==> src/rtl/readout_pkg.sv <==
// Shared widths, FSM state encoding and word packing for the readout scheduler.
// Latency: n/a (types and a combinational helper only).
// Backpressure: n/a.
package readout_pkg;

    localparam int DEF_ID_W   = 2;
    localparam int DEF_SEQ_W  = 6;
    localparam int DEF_DATA_W = 24;
    localparam int WORD_W     = 32;

    typedef enum logic {
        ST_EMPTY = 1'b0,
        ST_FULL  = 1'b1
    } state_t;

    function automatic logic [WORD_W-1:0] pack_word(
        input logic [DEF_ID_W-1:0]   id,
        input logic [DEF_SEQ_W-1:0]  seq,
        input logic [DEF_DATA_W-1:0] data
    );
        return {id, seq, data};
    endfunction

endpackage

==> src/rtl/rr_arbiter.sv <==
// Round-robin arbiter: one-hot grant among requesters, search starts after the last winner.
// Latency: grant is combinational; pointer moves on the edge where advance_i is high.
// Backpressure: pointer holds until the consumer advances it.
module rr_arbiter #(
    parameter int N = 3
) (
    input  logic         clk_i,
    input  logic         reset_ni,
    input  logic [N-1:0] req_i,
    input  logic         advance_i,
    output logic [N-1:0] grant_o
);

    localparam int PTR_W = (N > 1) ? $clog2(N) : 1;

    logic [PTR_W-1:0] ptr_q;
    logic [PTR_W-1:0] next_ptr;
    logic             found;

    // Two passes: requesters at or above the pointer first, then wrap to the low ones.
    always_comb begin
        grant_o  = '0;
        next_ptr = ptr_q;
        found    = 1'b0;
        for (int j = 0; j < N; j++) begin
            if (!found && req_i[j] && (j >= int'(ptr_q))) begin
                found      = 1'b1;
                grant_o[j] = 1'b1;
                next_ptr   = PTR_W'((j == N-1) ? 0 : j + 1);
            end
        end
        for (int j = 0; j < N; j++) begin
            if (!found && req_i[j]) begin
                found      = 1'b1;
                grant_o[j] = 1'b1;
                next_ptr   = PTR_W'((j == N-1) ? 0 : j + 1);
            end
        end
    end

    always_ff @(posedge clk_i or negedge reset_ni) begin
        if (!reset_ni) begin
            ptr_q <= '0;
        end else if (advance_i && found) begin
            ptr_q <= next_ptr;
        end
    end

endmodule

==> src/rtl/readout_scheduler.sv <==
// Shares one tagged output register pair between NUM_SRC producers via per-source slots; `READOUT_TIMESTAMP_EN adds capture timestamps.
// Latency: tick at n -> slot at n+1 -> valid_o at n+2 when idle; back-to-back on ack.
// Backpressure: output held until ack_i; a full slot is overwritten by newer data and counted as a drop.
module readout_scheduler #(
    parameter int NUM_SRC = 3,
    parameter int DATA_W  = readout_pkg::DEF_DATA_W,
    parameter int SEQ_W   = readout_pkg::DEF_SEQ_W,
    parameter int ID_W    = readout_pkg::DEF_ID_W,
    parameter int DROP_W  = 8
) (
    input  logic                            clk_i,
    input  logic                            reset_ni,
    input  logic [NUM_SRC-1:0]              tick_i,
    input  logic [NUM_SRC-1:0][DATA_W-1:0]  a_i,
    input  logic [NUM_SRC-1:0][DATA_W-1:0]  b_i,
    output logic [31:0]                     oreg1_o,
    output logic [31:0]                     oreg2_o,
    output logic                            valid_o,
    input  logic                            ack_i,
    output logic [NUM_SRC-1:0][DROP_W-1:0]  drop_cnt_o,
    output logic [31:0]                     ts_o
);
    import readout_pkg::*;

    generate
        if (ID_W + SEQ_W + DATA_W != 32) begin : g_bad_word_width
            $error("readout_scheduler: ID_W+SEQ_W+DATA_W must equal 32");
        end
        // pack_word is sized by the package defaults.
        if (ID_W != DEF_ID_W || SEQ_W != DEF_SEQ_W || DATA_W != DEF_DATA_W) begin : g_bad_field_width
            $error("readout_scheduler: field widths must match readout_pkg defaults");
        end
        if (NUM_SRC < 2 || NUM_SRC > 4) begin : g_bad_num_src
            $error("readout_scheduler: NUM_SRC must be 2..4");
        end
    endgenerate

    logic [NUM_SRC-1:0][DATA_W-1:0] slot_a, slot_b;
    logic [NUM_SRC-1:0][SEQ_W-1:0]  slot_seq, seq_cnt;
    logic [NUM_SRC-1:0][DROP_W-1:0] drop_cnt;
    logic [NUM_SRC-1:0]             pending, grant;
    logic [ID_W-1:0]                sel_id;
    logic [SEQ_W-1:0]               sel_seq;
    logic [DATA_W-1:0]              sel_a, sel_b;
    logic [31:0]                    oreg1_q, oreg2_q;
    logic                           load;
    state_t                         state_q, state_d;

    rr_arbiter #(.N(NUM_SRC)) u_arb (
        .clk_i     (clk_i),
        .reset_ni  (reset_ni),
        .req_i     (pending),
        .advance_i (load),
        .grant_o   (grant)
    );

    always_comb begin
        state_d = state_q;
        load    = 1'b0;
        case (state_q)
            ST_EMPTY: begin
                if (|pending) begin
                    load    = 1'b1;
                    state_d = ST_FULL;
                end
            end
            ST_FULL: begin
                if (ack_i) begin
                    if (|pending) load    = 1'b1;
                    else          state_d = ST_EMPTY;
                end
            end
            default: state_d = ST_EMPTY;
        endcase
    end

    always_ff @(posedge clk_i or negedge reset_ni) begin
        if (!reset_ni) state_q <= ST_EMPTY;
        else           state_q <= state_d;
    end

    // A grant reads the slot's old contents, so a same-cycle tick is not a drop.
    always_ff @(posedge clk_i or negedge reset_ni) begin
        if (!reset_ni) begin
            slot_a   <= '0;
            slot_b   <= '0;
            slot_seq <= '0;
            seq_cnt  <= '0;
            drop_cnt <= '0;
            pending  <= '0;
        end else begin
            for (int k = 0; k < NUM_SRC; k++) begin
                if (tick_i[k]) begin
                    slot_a[k]   <= a_i[k];
                    slot_b[k]   <= b_i[k];
                    slot_seq[k] <= seq_cnt[k];
                    seq_cnt[k]  <= seq_cnt[k] + SEQ_W'(1);
                    if (pending[k] && !(load && grant[k]) && (drop_cnt[k] != '1))
                        drop_cnt[k] <= drop_cnt[k] + DROP_W'(1);
                end
                pending[k] <= tick_i[k] | (pending[k] & ~(load & grant[k]));
            end
        end
    end

    always_comb begin
        sel_id  = '0;
        sel_seq = '0;
        sel_a   = '0;
        sel_b   = '0;
        for (int k = 0; k < NUM_SRC; k++) begin
            if (grant[k]) begin
                sel_id  = ID_W'(k);
                sel_seq = slot_seq[k];
                sel_a   = slot_a[k];
                sel_b   = slot_b[k];
            end
        end
    end

    always_ff @(posedge clk_i or negedge reset_ni) begin
        if (!reset_ni) begin
            oreg1_q <= '0;
            oreg2_q <= '0;
        end else if (load) begin
            oreg1_q <= pack_word(sel_id, sel_seq, sel_a);
            oreg2_q <= pack_word(sel_id, sel_seq, sel_b);
        end
    end

`ifdef READOUT_TIMESTAMP_EN
    logic [31:0]               ts_cnt, ts_q, sel_ts;
    logic [NUM_SRC-1:0][31:0]  slot_ts;

    always_comb begin
        sel_ts = '0;
        for (int k = 0; k < NUM_SRC; k++) begin
            if (grant[k]) sel_ts = slot_ts[k];
        end
    end

    always_ff @(posedge clk_i or negedge reset_ni) begin
        if (!reset_ni) begin
            ts_cnt  <= '0;
            ts_q    <= '0;
            slot_ts <= '0;
        end else begin
            ts_cnt <= ts_cnt + 32'd1;
            for (int k = 0; k < NUM_SRC; k++) begin
                if (tick_i[k]) slot_ts[k] <= ts_cnt;
            end
            if (load) ts_q <= sel_ts;
        end
    end

    assign ts_o = ts_q;
`else
    assign ts_o = '0;
`endif

    assign oreg1_o    = oreg1_q;
    assign oreg2_o    = oreg2_q;
    assign valid_o    = (state_q == ST_FULL);
    assign drop_cnt_o = drop_cnt;

endmodule

==> config.mk <==
export PLATFORM = sky130hd
export DESIGN_NAME = readout_scheduler
export DESIGN_NICKNAME = d
export VERILOG_FILES = /design/src/rtl/readout_pkg.sv /design/src/rtl/rr_arbiter.sv /design/src/rtl/readout_scheduler.sv
export SDC_FILE = /design/constraint.sdc
export NUM_CORES = 1
export LEC_CHECK = 0
export CAP_MARGIN = 20
export CORE_MARGIN = 2
export CORE_UTILIZATION = 50
export CTS_CLUSTER_SIZE = 25
export DETAILED_ROUTE_END_ITERATION = 8
export GPL_ROUTABILITY_DRIVEN = 0
export PLACE_DENSITY_LB_ADDON = 0.12
export SLEW_MARGIN = 20
export SYNTH_ARGS = -nofsm -noshare
export SYNTH_HDL_FRONTEND = slang
export SYNTH_SLANG_ARGS = --single-unit
==> constraint.sdc <==
create_clock -name clk_i -period 1.9 [get_ports clk_i]
set_input_delay 0.475 -clock clk_i [delete_from_list [all_inputs] [get_ports clk_i]]
set_output_delay 0.475 -clock clk_i [all_outputs]
set_load 0.05 [all_outputs]
==> results by stage <==
Outcome:
- The run finished with clean final reports.

Clock tree:
- TritonCTS built the clock tree.
- The maximum level of the CTS H-tree is 1.
- The clock passes through at most 3 buffers.
- The CTS sink count is 266.
- The CTS buffer count is 29.
- The tree is rooted in a sky130_fd_sc_hd__clkbuf_16.
- The clock input transition at the sequential cells of the worst setup and hold paths is 0.06 ns.
- For the worst-skew pair, the clock arrives at the later sink with an insertion delay of 0.54 ns.

Routing:
- After detailed routing, the wire length on met1 is 12100 um.
- After detailed routing, the average wire length per cell comes to 19.3 um.
- The number of optimization iterations in the first detailed-route pass is 7.
- The number of DRC violations after detailed-routing iteration 0 is 329.
- The highest layer touched by signal routing is met5.
- In the routed layout, each cell is associated on average with a via count of 5.45.
- In the routed design, unresolved DRC markers number 0.
- The detail route stage leaves a number of antenna-violating nets equal to 0.
- The routed wire length is 28000 um.
- Across all layers, the routed design uses 7913 vias.
- The routed length on met2 is 13000 um.
- The routed design uses 2160 um of met3 wire.

Finish:
- Once layout is complete, the utilization of the core stands at 67.1%.
- The antenna diode count is 0.
- The area growth from synthesis to layout is 32.6%.
- Summing all non-filler instances in the final layout gives an area of 15100 um2.
- The fraction of layout cells with a size suffix above 1 is 34.6%.
- The final layout net count is 1303.

Synthesis:
- In this run the mean area of a mapped cell was 12.8 um2.
- The number of synthesis warnings is 0.
- The post-synthesis async set-or-reset flop share is 100%.
- The most used flip-flop cell after synthesis is sky130_fd_sc_hd__dfrtp_1.
- Of the total synthesized cell area, the portion taken by full adders, half adders and majority gates is 0.662%.
- After technology mapping, the gate count stands at 888.
- The synthesized netlist devotes 5.88% of its cell area to compound gates.
- The dominant combinational cell family by area after synthesis is multiplexers.
- The portion of the post-synthesis area used by sequential elements is 58.7%.
- The multiplexer share of the synthesized area is 16.7%.
- The simple-gate portion of the synthesized area is 10.0%.
- The area of the mapped netlist is 11300 um2.
- In this run, synthesis inferred 0 flip-flops with an integrated enable.
- The synthesized netlist devotes 2.78% of its cell area to XOR and XNOR gates.
- After synthesis the netlist holds a flip-flop and latch count of 266.
- The number of distinct library cell variants in the gate-level netlist after synthesis is 40.

Hold path:
- The kind of path behind the tightest hold check is input pin to async pin.

Worst setup path:
- The startpoint class of the critical path is a register.
- The critical path is of the register to register type.
- The element type at the critical path end is a register.
- The top fanout value on the critical path is 6.
- The data required time of the worst path is 2.31 ns.
- The startpoint identified for the worst register-to-register timing path is u_arb.ptr_q[1].
- Measured in cells, the most critical reg-to-reg path has a length of 6.
- The worst endpoint data arrival time is 2.25 ns.
- The slack of the worst reg-to-reg path is 0.06 ns.
- The worst register-to-register path ends at oreg1_o[27].

GRT:
- The global-route wire length before repair is 44300 um.
- The initial antenna violation count came to 2.
- The global-route usage over all layers is 23.3%.
- Entering global routing, the biggest net connects 89 pins.
- The via count of the first global-routing pass is 8202.
- The overflow left after global routing is 0.

Pwr:
- Summed over all cells, the static leakage comes to 6.46 nW.
- In this run the power density over the cells is 1610 nW/um2.
- IR analysis of the VDD net gives a maximum drop of 0.980 mV.
- The overall power consumption is 24.2 mW.

Floorplanning:
- The total die area is 23900 um2.
- The height of the die is 155 um.
- The core box area is 22400 um2.
- Pin placement for this block handled 271 I/O pins.
- The number of standard-cell rows in the floorplan is 55.
- For this configuration, the core starts out at a cell density of 50.6%.
- The die is 155 um wide.

Timing:
- The worst path uses 96.7% of the clock period.
- Timing would allow up to 544 MHz.
- The clock period minus worst slack is 1.84 ns.
- On the final layout, the worst clock skew is 0.0148 ns.
- The total of endpoints with negative setup slack in the final report is 0.
- The final max-slew violation count is 0.
- Final hold analysis gives a worst-case slack of 0.356 ns.
- Setup repair after global routing could not meet its margin everywhere.
- The number of hold-slack violations in the final timing report is 0.
- The worst setup slack after layout is 0.0634 ns.

Place:
- Summed over all nets, the half-perimeter wirelength after detailed placement is 18200 um.
- In this run the cell area measured after placement is 14000 um2.
- OpenSTA, run right after detailed placement, puts the worst setup slack at -0.269 ns.
- Port buffering added 238 buffers.

Flow run:
- The number of maximum-capacitance constraint violations is 0.
==> kinds of logic (layout without fill, tap and decap cells) <==
family / after synthesis / in the layout
simple gates: 238 / 238
compound gates: 70 / 70
buf+inv: 103 / 351
fa+ha+maj: 6 / 6
xor+xnor: 36 / 36
other cells: 1 / 32
flops: 266 / 266
mux: 168 / 168
==> repair_timing <==
action,in CTS,in global routing
endpoints found under the hold margin,19,0
gates cloned,0,1
gates resized for setup,1,17
setup endpoints to repair,2,37
hold buffers,1,0
buffers inserted,0,6
pin swaps,1,5
==> registers in the layout (all words and copies together) (netlist names) <==
signal,count
u_arb.ptr_q,2
valid_o,1
slot_b,72
slot_a,72
oreg2_o,24
pending,3
seq_cnt,18
drop_cnt_o,24
slot_seq,18
oreg1_o,32
==> cell usage in the layout, fill, tap and decap left out, types with 12 or more instances in the layout <==
master,Yosys,layout
sky130_fd_sc_hd__dfrtp_1,266,254
sky130_fd_sc_hd__mux2_2,168,168
sky130_fd_sc_hd__clkdlybuf4s50_1,0,145
sky130_fd_sc_hd__buf_4,42,126
sky130_fd_sc_hd__nor3_1,113,113
sky130_fd_sc_hd__nor2_1,67,66
sky130_fd_sc_hd__a221oi_1,50,42
sky130_fd_sc_hd__conb_1,1,32
sky130_fd_sc_hd__clkbuf_16,0,30
sky130_fd_sc_hd__nand2_1,22,22
sky130_fd_sc_hd__xor2_1,18,18
sky130_fd_sc_hd__xnor2_1,18,18
sky130_fd_sc_hd__buf_12,0,16
sky130_fd_sc_hd__a221oi_2,4,12
sky130_fd_sc_hd__dfrtp_2,0,12
==> metrics by stage <==
step                cells  TNS, ns
floorplan             919        0
global placement     1393   -12.97
detailed placement   1393   -14.13
CTS                  1445        0
global route         1452   -0.126
finish               1452        0
==> Yosys cell counts (all sizes together), types with 2 or more instances <==
master   count  area share (%)
clkbuf      23            0.76
a21oi        3            0.17
mux2       168              17
nand3        7            0.31
nor2        69             2.3
nor2b        2            0.11
o21ai        4            0.18
dfrtp      266              59
a22o         2            0.15
nand4        9            0.50
xnor2       18             1.4
or2          2            0.11
or3          2            0.11
a221oi      54             4.4
nand2b       5            0.28
o31ai        2            0.25
xor2        18             1.4
and3         2            0.11
nand2       24            0.88
o2111ai      2            0.36
ha           6            0.66
buf         75             4.4
inv          5            0.17
nor3       113             5.0
nor4         2            0.22
==> layout make-up <==
cell class                      instances  area [um2]
Fill cell                            1679        7380
Sequential cell                       266        6670
Multi-Input combinational cell        550        4280
Timing Repair Buffer                  295        2810
Clock buffer                           42         835
Tap cell                              285         357
Clock inverter                          9        80.1
Inverter                                5        18.8
==> power by group <==
part           switching, mW  internal (mW)
sequential              1.21           7.24
clock                   2.23           3.17
combinational           6.42           3.89
==> worst max-delay path, stage by stage, from the launching register on <==
cell and delay, ns:
sky130_fd_sc_hd__dfrtp_2 0.44, sky130_fd_sc_hd__nor2b_2 0.19, sky130_fd_sc_hd__o31ai_4 0.30, sky130_fd_sc_hd__nand2_4 0.14
sky130_fd_sc_hd__buf_6 0.17, sky130_fd_sc_hd__a221oi_1 0.36, sky130_fd_sc_hd__nor3_1 0.12
==> per-layer routing <==
metal  global-route usage [%]  vias up
met3                     6.00       46
met1                     31.6     3965
met2                     37.5      277
met5                        0        -
li1                         -     3621
met4                     6.70        4
==> worst max-delay path by stage <==
stage	start	end	slack, ns	cells after the start
2_1_floorplan	drop_cnt_o[8]	drop_cnt_o[9]	0.008	5
3_3_place_gp	ack_i	oreg1_o[3]	-0.24	7
3_5_place_dp	ack_i	oreg1_o[14]	-0.27	7
4_1_cts	pending[0]	oreg2_o[17]	0.02	6
5_1_grt	pending[1]	oreg2_o[19]	-0.03	7
6_report	u_arb.ptr_q[1]	oreg1_o[27]	0.06	6
Power figures use the tool's default switching activity.
